===== src/rtl/accel_lock_arbiter.sv =====
// FCFS exclusive-access lock for a shared accelerator; each release is followed by a SCRUB_CYCLES accelerator reset.
// Grant lands two edges after an uncontended request; define LOCK_TIMEOUT_EN to add the idle-owner watchdog.
module accel_lock_arbiter #(
  parameter int          N_CLIENTS      = 4,
  parameter logic [31:0] LOCK_ADDR      = 32'd84,
  parameter int          SCRUB_CYCLES   = 4,
  parameter int          TIMEOUT_CYCLES = 1024
) (
  input  logic        clk,
  input  logic        rst,
  input  logic [31:0] addr_in   [N_CLIENTS],
  input  logic        wr_en_in  [N_CLIENTS],
  input  logic        select_in [N_CLIENTS],
  input  logic [31:0] data_in   [N_CLIENTS],
  output logic [31:0] data_out  [N_CLIENTS],
  input  logic [31:0] data_from_accel,
  output logic [31:0] data_to_accel,
  output logic [31:0] addr_o,
  output logic        wr_en_o,
  output logic        accel_select_o,
  output logic        accel_rst_n_o,
  output logic        timeout_o
);

  localparam int OW = $clog2(N_CLIENTS + 1);
  localparam int PW = $clog2(N_CLIENTS);
  localparam int CW = $clog2(N_CLIENTS + 1);
  localparam int SW = $clog2(SCRUB_CYCLES + 1);
  localparam logic [OW-1:0] FREE = OW'(N_CLIENTS);

  if (N_CLIENTS < 2 || N_CLIENTS > 255 || SCRUB_CYCLES < 1 || TIMEOUT_CYCLES < 1) begin : g_bad_cfg
    $error("accel_lock_arbiter: parameter out of legal range");
  end

  typedef enum logic [1:0] {ST_IDLE, ST_LOCKED, ST_SCRUB} state_t;

  state_t                r_state, w_state_nxt;
  logic [OW-1:0]         r_owner;
  logic [N_CLIENTS-1:0]  r_pend, r_queued;
  logic [OW-1:0]         r_fifo [N_CLIENTS];
  logic [PW-1:0]         r_rd_ptr, r_wr_ptr;
  logic [CW-1:0]         r_count;
  logic [SW-1:0]         r_scrub_cnt;
  logic                  r_accel_rst_n;

  logic [N_CLIENTS-1:0]  w_req, w_rel, w_is_owner, w_req_acc, w_push_oh, w_pop_oh, w_to_flag;
  logic [OW-1:0]         w_push_id, w_head;
  logic                  w_push, w_pop, w_owner_rel, w_wd_expire, w_release;

  function automatic logic [PW-1:0] ptr_inc(input logic [PW-1:0] p);
    return (p == PW'(N_CLIENTS - 1)) ? '0 : p + 1'b1;
  endfunction

  always_comb begin
    w_req      = '0;
    w_rel      = '0;
    w_is_owner = '0;
    w_push_oh  = '0;
    w_push_id  = '0;
    w_pop_oh   = '0;
    w_head     = r_fifo[r_rd_ptr];
    for (int i = 0; i < N_CLIENTS; i++) begin
      w_is_owner[i] = (r_owner == OW'(i));
      if (select_in[i] && wr_en_in[i] && addr_in[i] == LOCK_ADDR) begin
        w_req[i] = (data_in[i] == 32'd1);
        w_rel[i] = (data_in[i] == 32'd0);
      end
    end
    // Walk downwards so the lowest pending index wins the single push slot.
    for (int i = N_CLIENTS - 1; i >= 0; i--) begin
      if (r_pend[i]) begin
        w_push_oh    = '0;
        w_push_oh[i] = 1'b1;
        w_push_id    = OW'(i);
      end
    end
    for (int i = 0; i < N_CLIENTS; i++) begin
      w_pop_oh[i] = w_pop && (w_head == OW'(i));
    end
  end

  assign w_push      = |r_pend;
  assign w_pop       = (r_state == ST_IDLE) && (r_count != '0);
  assign w_req_acc   = w_req & ~r_pend & ~r_queued & ~w_is_owner;
  assign w_owner_rel = (r_state == ST_LOCKED) && (|(w_rel & w_is_owner));
  assign w_release   = w_owner_rel || w_wd_expire;

  always_ff @(posedge clk or posedge rst) begin
    if (rst) r_state <= ST_IDLE;
    else     r_state <= w_state_nxt;
  end

  always_comb begin
    w_state_nxt = r_state;
    case (r_state)
      ST_IDLE:   if (w_pop) w_state_nxt = ST_LOCKED;
      ST_LOCKED: if (w_release) w_state_nxt = ST_SCRUB;
      ST_SCRUB:  if (r_scrub_cnt == SW'(SCRUB_CYCLES - 1)) w_state_nxt = ST_IDLE;
      default:   w_state_nxt = ST_IDLE;
    endcase
  end

  always_ff @(posedge clk or posedge rst) begin
    if (rst) begin
      r_owner       <= FREE;
      r_pend        <= '0;
      r_queued      <= '0;
      r_rd_ptr      <= '0;
      r_wr_ptr      <= '0;
      r_count       <= '0;
      r_scrub_cnt   <= '0;
      r_accel_rst_n <= 1'b0;
      for (int i = 0; i < N_CLIENTS; i++) r_fifo[i] <= '0;
    end else begin
      r_accel_rst_n <= (w_state_nxt != ST_SCRUB);
      r_pend        <= (r_pend & ~w_push_oh) | w_req_acc;
      r_queued      <= (r_queued | w_push_oh) & ~w_pop_oh;
      r_scrub_cnt   <= (r_state == ST_SCRUB) ? r_scrub_cnt + 1'b1 : '0;
      if (w_push) begin
        r_fifo[r_wr_ptr] <= w_push_id;
        r_wr_ptr         <= ptr_inc(r_wr_ptr);
      end
      if (w_pop) begin
        r_rd_ptr <= ptr_inc(r_rd_ptr);
        r_owner  <= w_head;
      end else if (w_release) begin
        r_owner  <= FREE;
      end
      // Each client occupies at most one slot, so depth N_CLIENTS never overflows.
      case ({w_push, w_pop})
        2'b10:   r_count <= r_count + 1'b1;
        2'b01:   r_count <= r_count - 1'b1;
        default: r_count <= r_count;
      endcase
    end
  end

`ifdef LOCK_TIMEOUT_EN
  localparam int TW = $clog2(TIMEOUT_CYCLES + 1);
  logic [TW-1:0]        r_wd_cnt;
  logic                 r_timeout;
  logic [N_CLIENTS-1:0] r_to_flag;
  logic                 w_owner_sel;

  always_comb begin
    w_owner_sel = 1'b0;
    for (int i = 0; i < N_CLIENTS; i++) begin
      if (w_is_owner[i] && select_in[i]) w_owner_sel = 1'b1;
    end
  end

  assign w_wd_expire = (r_state == ST_LOCKED) && !w_owner_sel && (r_wd_cnt == TW'(TIMEOUT_CYCLES - 1));

  always_ff @(posedge clk or posedge rst) begin
    if (rst) begin
      r_wd_cnt  <= '0;
      r_timeout <= 1'b0;
      r_to_flag <= '0;
    end else begin
      r_timeout <= w_wd_expire;
      r_to_flag <= (r_to_flag & ~w_req_acc) | ({N_CLIENTS{w_wd_expire}} & w_is_owner);
      if (r_state != ST_LOCKED || w_owner_sel || w_wd_expire) r_wd_cnt <= '0;
      else                                                   r_wd_cnt <= r_wd_cnt + 1'b1;
    end
  end

  assign timeout_o = r_timeout;
  assign w_to_flag = r_to_flag;
`else
  assign w_wd_expire = 1'b0;
  assign timeout_o   = 1'b0;
  assign w_to_flag   = '0;
`endif

  assign accel_rst_n_o = r_accel_rst_n;

  always_comb begin
    addr_o         = '0;
    wr_en_o        = 1'b0;
    accel_select_o = 1'b0;
    data_to_accel  = '0;
    if (r_state == ST_LOCKED) begin
      for (int i = 0; i < N_CLIENTS; i++) begin
        if (w_is_owner[i]) begin
          addr_o         = addr_in[i];
          wr_en_o        = wr_en_in[i];
          accel_select_o = select_in[i];
          data_to_accel  = wr_en_in[i] ? data_in[i] : '0;
        end
      end
    end
  end

  always_comb begin
    for (int i = 0; i < N_CLIENTS; i++) begin
      data_out[i] = '0;
      if (addr_in[i] == LOCK_ADDR) begin
        data_out[i][OW-1:0] = r_owner;
        data_out[i][16]     = r_pend[i] | r_queued[i];
        data_out[i][17]     = (r_state == ST_SCRUB);
        data_out[i][18]     = w_to_flag[i];
      end else if (w_is_owner[i]) begin
        data_out[i] = data_from_accel;
      end
    end
  end

endmodule


===== config.mk =====
export PLATFORM = sky130hd
export DESIGN_NAME = accel_lock_arbiter
export DESIGN_NICKNAME = d
export VERILOG_FILES = /design/src/rtl/accel_lock_arbiter.sv
export SDC_FILE = /design/constraint.sdc
export NUM_CORES = 1
export LEC_CHECK = 0
export CORE_AREA = 2 2 190 192
export CTS_CLUSTER_SIZE = 24
export DETAILED_ROUTE_END_ITERATION = 10
export DIE_AREA = 0 0 192 194
export GPL_TIMING_DRIVEN = 0
export MAX_ROUTING_LAYER = met4
export PLACE_DENSITY = 0.53
export SKIP_CTS_REPAIR_TIMING = 1
export SYNTH_ARGS = -nofsm -noshare
export SYNTH_HDL_FRONTEND = slang
export SYNTH_SLANG_ARGS = --single-unit

===== constraint.sdc =====
create_clock -name clk -period 2.3 [get_ports clk]
set_clock_uncertainty 0.05 [all_clocks]
set_input_delay 0.345 -clock clk [delete_from_list [all_inputs] [get_ports clk]]
set_output_delay 0.345 -clock clk [all_outputs]
set_load 0.02 [all_outputs]

==> impl_metrics.env <==
export IMPL_clkTransAtPathRegs_ns=0.05
export IMPL_synth_top_area_cell="dfrtp_1"
export IMPL_grt_ovfl_total=0
export IMPL_initial_utilization=0.150
export IMPL_htree_levels=2
export IMPL_critPathRequiredTime_ns=1.90
export IMPL_cp_max_fo=8
export IMPL_synth_warnings=0
export IMPL_layout_drive_gt1_share=0.472
export IMPL_drcViolationCount=0
export IMPL_fin_nets=1589
export IMPL_post_route_min_period_ns=2.64
export IMPL_cts_buffers_inserted=5
export IMPL_p_per_area_nw_per_um2=193
export IMPL_synth_area_um2=5270
export IMPL_clock_sinks=32
export IMPL_hold_class="in -> async"
export IMPL_ant_nets=0
export IMPL_synth_seq_cells=32
export IMPL_drt_total_wl_um=44400
export IMPL_grt_pass1_vias=8091
export IMPL_rows=69
export IMPL_vias=8426
export IMPL_dpl_hpwl_um=35400
export IMPL_avgSynthCellArea_um2=7.41
export IMPL_setup_worst_path_class="reg -> out"
export IMPL_core_area_um2=35200
export IMPL_clockBufferDepth=2
export IMPL_synth_most_common_cell="and2_1"
export IMPL_report_final_setup_viol=175
export IMPL_gp_congestion=0.955
export IMPL_dpl_worst_slack_ns=-1.73
export IMPL_start_kind="flip-flop"
export IMPL_p_leak_nw=6.63
export IMPL_die_w_um=192
export IMPL_tightest_slew_ns=0.602
export IMPL_status="finished with violations"
export IMPL_syn_instance_count=712
export IMPL_synth_top_cells_by_count="and2_1, nor2_1, mux2_2, o21ai_0, nor4_1"
export IMPL_synth_area_leaders="dfrtp_1, and2_1, mux2_2, nor2_1, a222oi_1"
export IMPL_fp_dieArea_um2=37200
export IMPL_rsz0062_at_grt="true"
export IMPL_finalCritPeriodShare=1.15
export IMPL_r2r_start="r_pend[0]"
export IMPL_tns_ns=-25.67
export IMPL_nFillCells=3686
export IMPL_cts_tree="built"
export IMPL_drv_slew=0
export IMPL_hold_viol_final=0
export IMPL_drv_cap=0
export IMPL_synth_distinct_cells=59
export IMPL_first_pass_iters=7
export IMPL_ioPinCount=494
export IMPL_drtIter0Drc=789
export IMPL_antenna_found_initial=10
export IMPL_peakVddDrop_uv=275
export IMPL_vias_per_cell=4.81
export IMPL_timing_final_ws_setup_ns=-0.339
export IMPL_synthFlopType="dfrtp_1"
export IMPL_globalRouteTotalUtil=0.214
export IMPL_synth_edff_count=0
export IMPL_violations="negative setup slack"
export IMPL_syn_num_nets=1019
export IMPL_io_buffers=492
export IMPL_wl_per_cell_um=25.3
export IMPL_end_kind="output pin"
export IMPL_relSlewSlack=0.595
export IMPL_ys_seq_area_frac=0.152
export IMPL_root_buffer="clkbuf_16"
export IMPL_grt_pass1_wl_um=56400
export IMPL_clock_latency_ns=0.28
export IMPL_grt_max_degree=33
export IMPL_fmax_mhz=379
export IMPL_die_h_um=194
export IMPL_crit_start="r_owner[0]"
export IMPL_synth_async_reset_ratio=1.00
export IMPL_area_delta_synth_final_pct=151
export IMPL_crit_arrival_ns=2.24
export IMPL_netlist_area_leader_share=0.147
[metrics by stage]
stage / hold WS (ns) / cells / total power (W) / utilization / cell area [µm²]
floorplan: 0.357 / 712 / 0.000886 / - / 5270
CTS: 0.380 / 1672 / 0.00248 / 0.310 / 10900
finish: 0.236 / 1753 / 0.00256 / 0.376 / 13200
global placement: 0.372 / 1665 / 0.00179 / 0.306 / 10800
global route: 0.251 / 1753 / 0.00265 / 0.376 / 13200
detailed placement: 0.374 / 1665 / 0.00179 / 0.306 / 10800
[state kept, by name (all words and copies together), names as in the netlist, 3 cells and up]
signal,cells
r_fifo,8
r_pend,4
r_queued,4
r_count,3
r_owner,3
r_scrub_cnt,3
[placed cells by master, fill, tap and decap left out, drive strengths merged, types with 5 or more instances in the layout]
| cell | Yosys | routed |
|---|---|---|
| buf | 32 | 271 |
| clkdlybuf4s50 | 0 | 169 |
| dlymetal6s2s | 0 | 119 |
| and2 | 108 | 108 |
| nor2 | 94 | 95 |
| mux2 | 65 | 65 |
| clkbuf | 18 | 60 |
| o21ai | 52 | 52 |
| nor4 | 52 | 52 |
| nand2 | 46 | 46 |
| o22ai | 34 | 34 |
| dfrtp | 31 | 31 |
| a222oi | 30 | 30 |
| a21oi | 24 | 24 |
| nand4 | 17 | 17 |
| nor3 | 16 | 16 |
| nor4b | 14 | 14 |
| inv | 14 | 12 |
| diode | 0 | 10 |
| ha | 8 | 8 |
| nand3 | 7 | 7 |
| mux2i | 5 | 5 |
| a31oi | 5 | 5 |
[worst max-delay path: stages, from the launching register on]
cell and delay [ns]:
dfrtp_1 0.33, buf_6 0.12, inv_4 0.04, nor3_4 0.21, buf_12 0.19, clkbuf_16 0.17
mux2_2 0.33, a222oi_1 0.29, nor2_1 0.09, buf_2 0.18
[power breakdown]
part           total [W]  switching, W  internal, W
sequential      0.000564             0     0.000564
clock           0.000683      0.000230     0.000453
combinational    0.00131      0.000592     0.000722
total            0.00256      0.000821      0.00174
[final timing paths]
check                                    end  slack, ns  cells after the start
min in group clk              r_scrub_cnt[0]       0.38                      1
setup / recovery           data_to_accel[11]      -0.34                      9
setup reg to reg                  r_count[2]       0.15                      9
hold reg to reg               r_scrub_cnt[0]       0.38                      1
max in group asynchronous         r_owner[2]       1.49                      3
hold / removal                 accel_rst_n_o       0.24                      2
[layer usage]
layer	GRT usage	share of wire	routed length [µm]	up-vias
met5	-	0	0	-
met4	0.0732	0.037	1650	0
met3	0.0445	0.072	3210	70
met2	0.356	0.49	21600	453
met1	0.254	0.40	17900	4052
li1	-	-	-	3851
[final cells by class]
class                   instances  area, µm²  area share
clock buffers                   7        153      0.0115
inverters                      14       58.8     0.00444
well taps                     461        577      0.0436
flip-flops and latches         32        803      0.0607
diodes                         10       25.0     0.00189
multi-input cells             617       5260       0.397
repair buffers                565       5850       0.442
plain buffers                  47        515      0.0389
[cells by family after synthesis]
kind of cell / count (synthesis) / synth area share
xor gates and xnor gates: 3 / 0.00498
buffers and inverters: 64 / 0.0574
DFF: 32 / 0.152
other: 1 / 0.000711
AOI/OAI and AO/OA: 156 / 0.196
muxes: 72 / 0.157
and+or+nand+nor: 375 / 0.409
adders and majority gates: 9 / 0.0228
No activity file was read; power rests on OpenSTA's default activity.
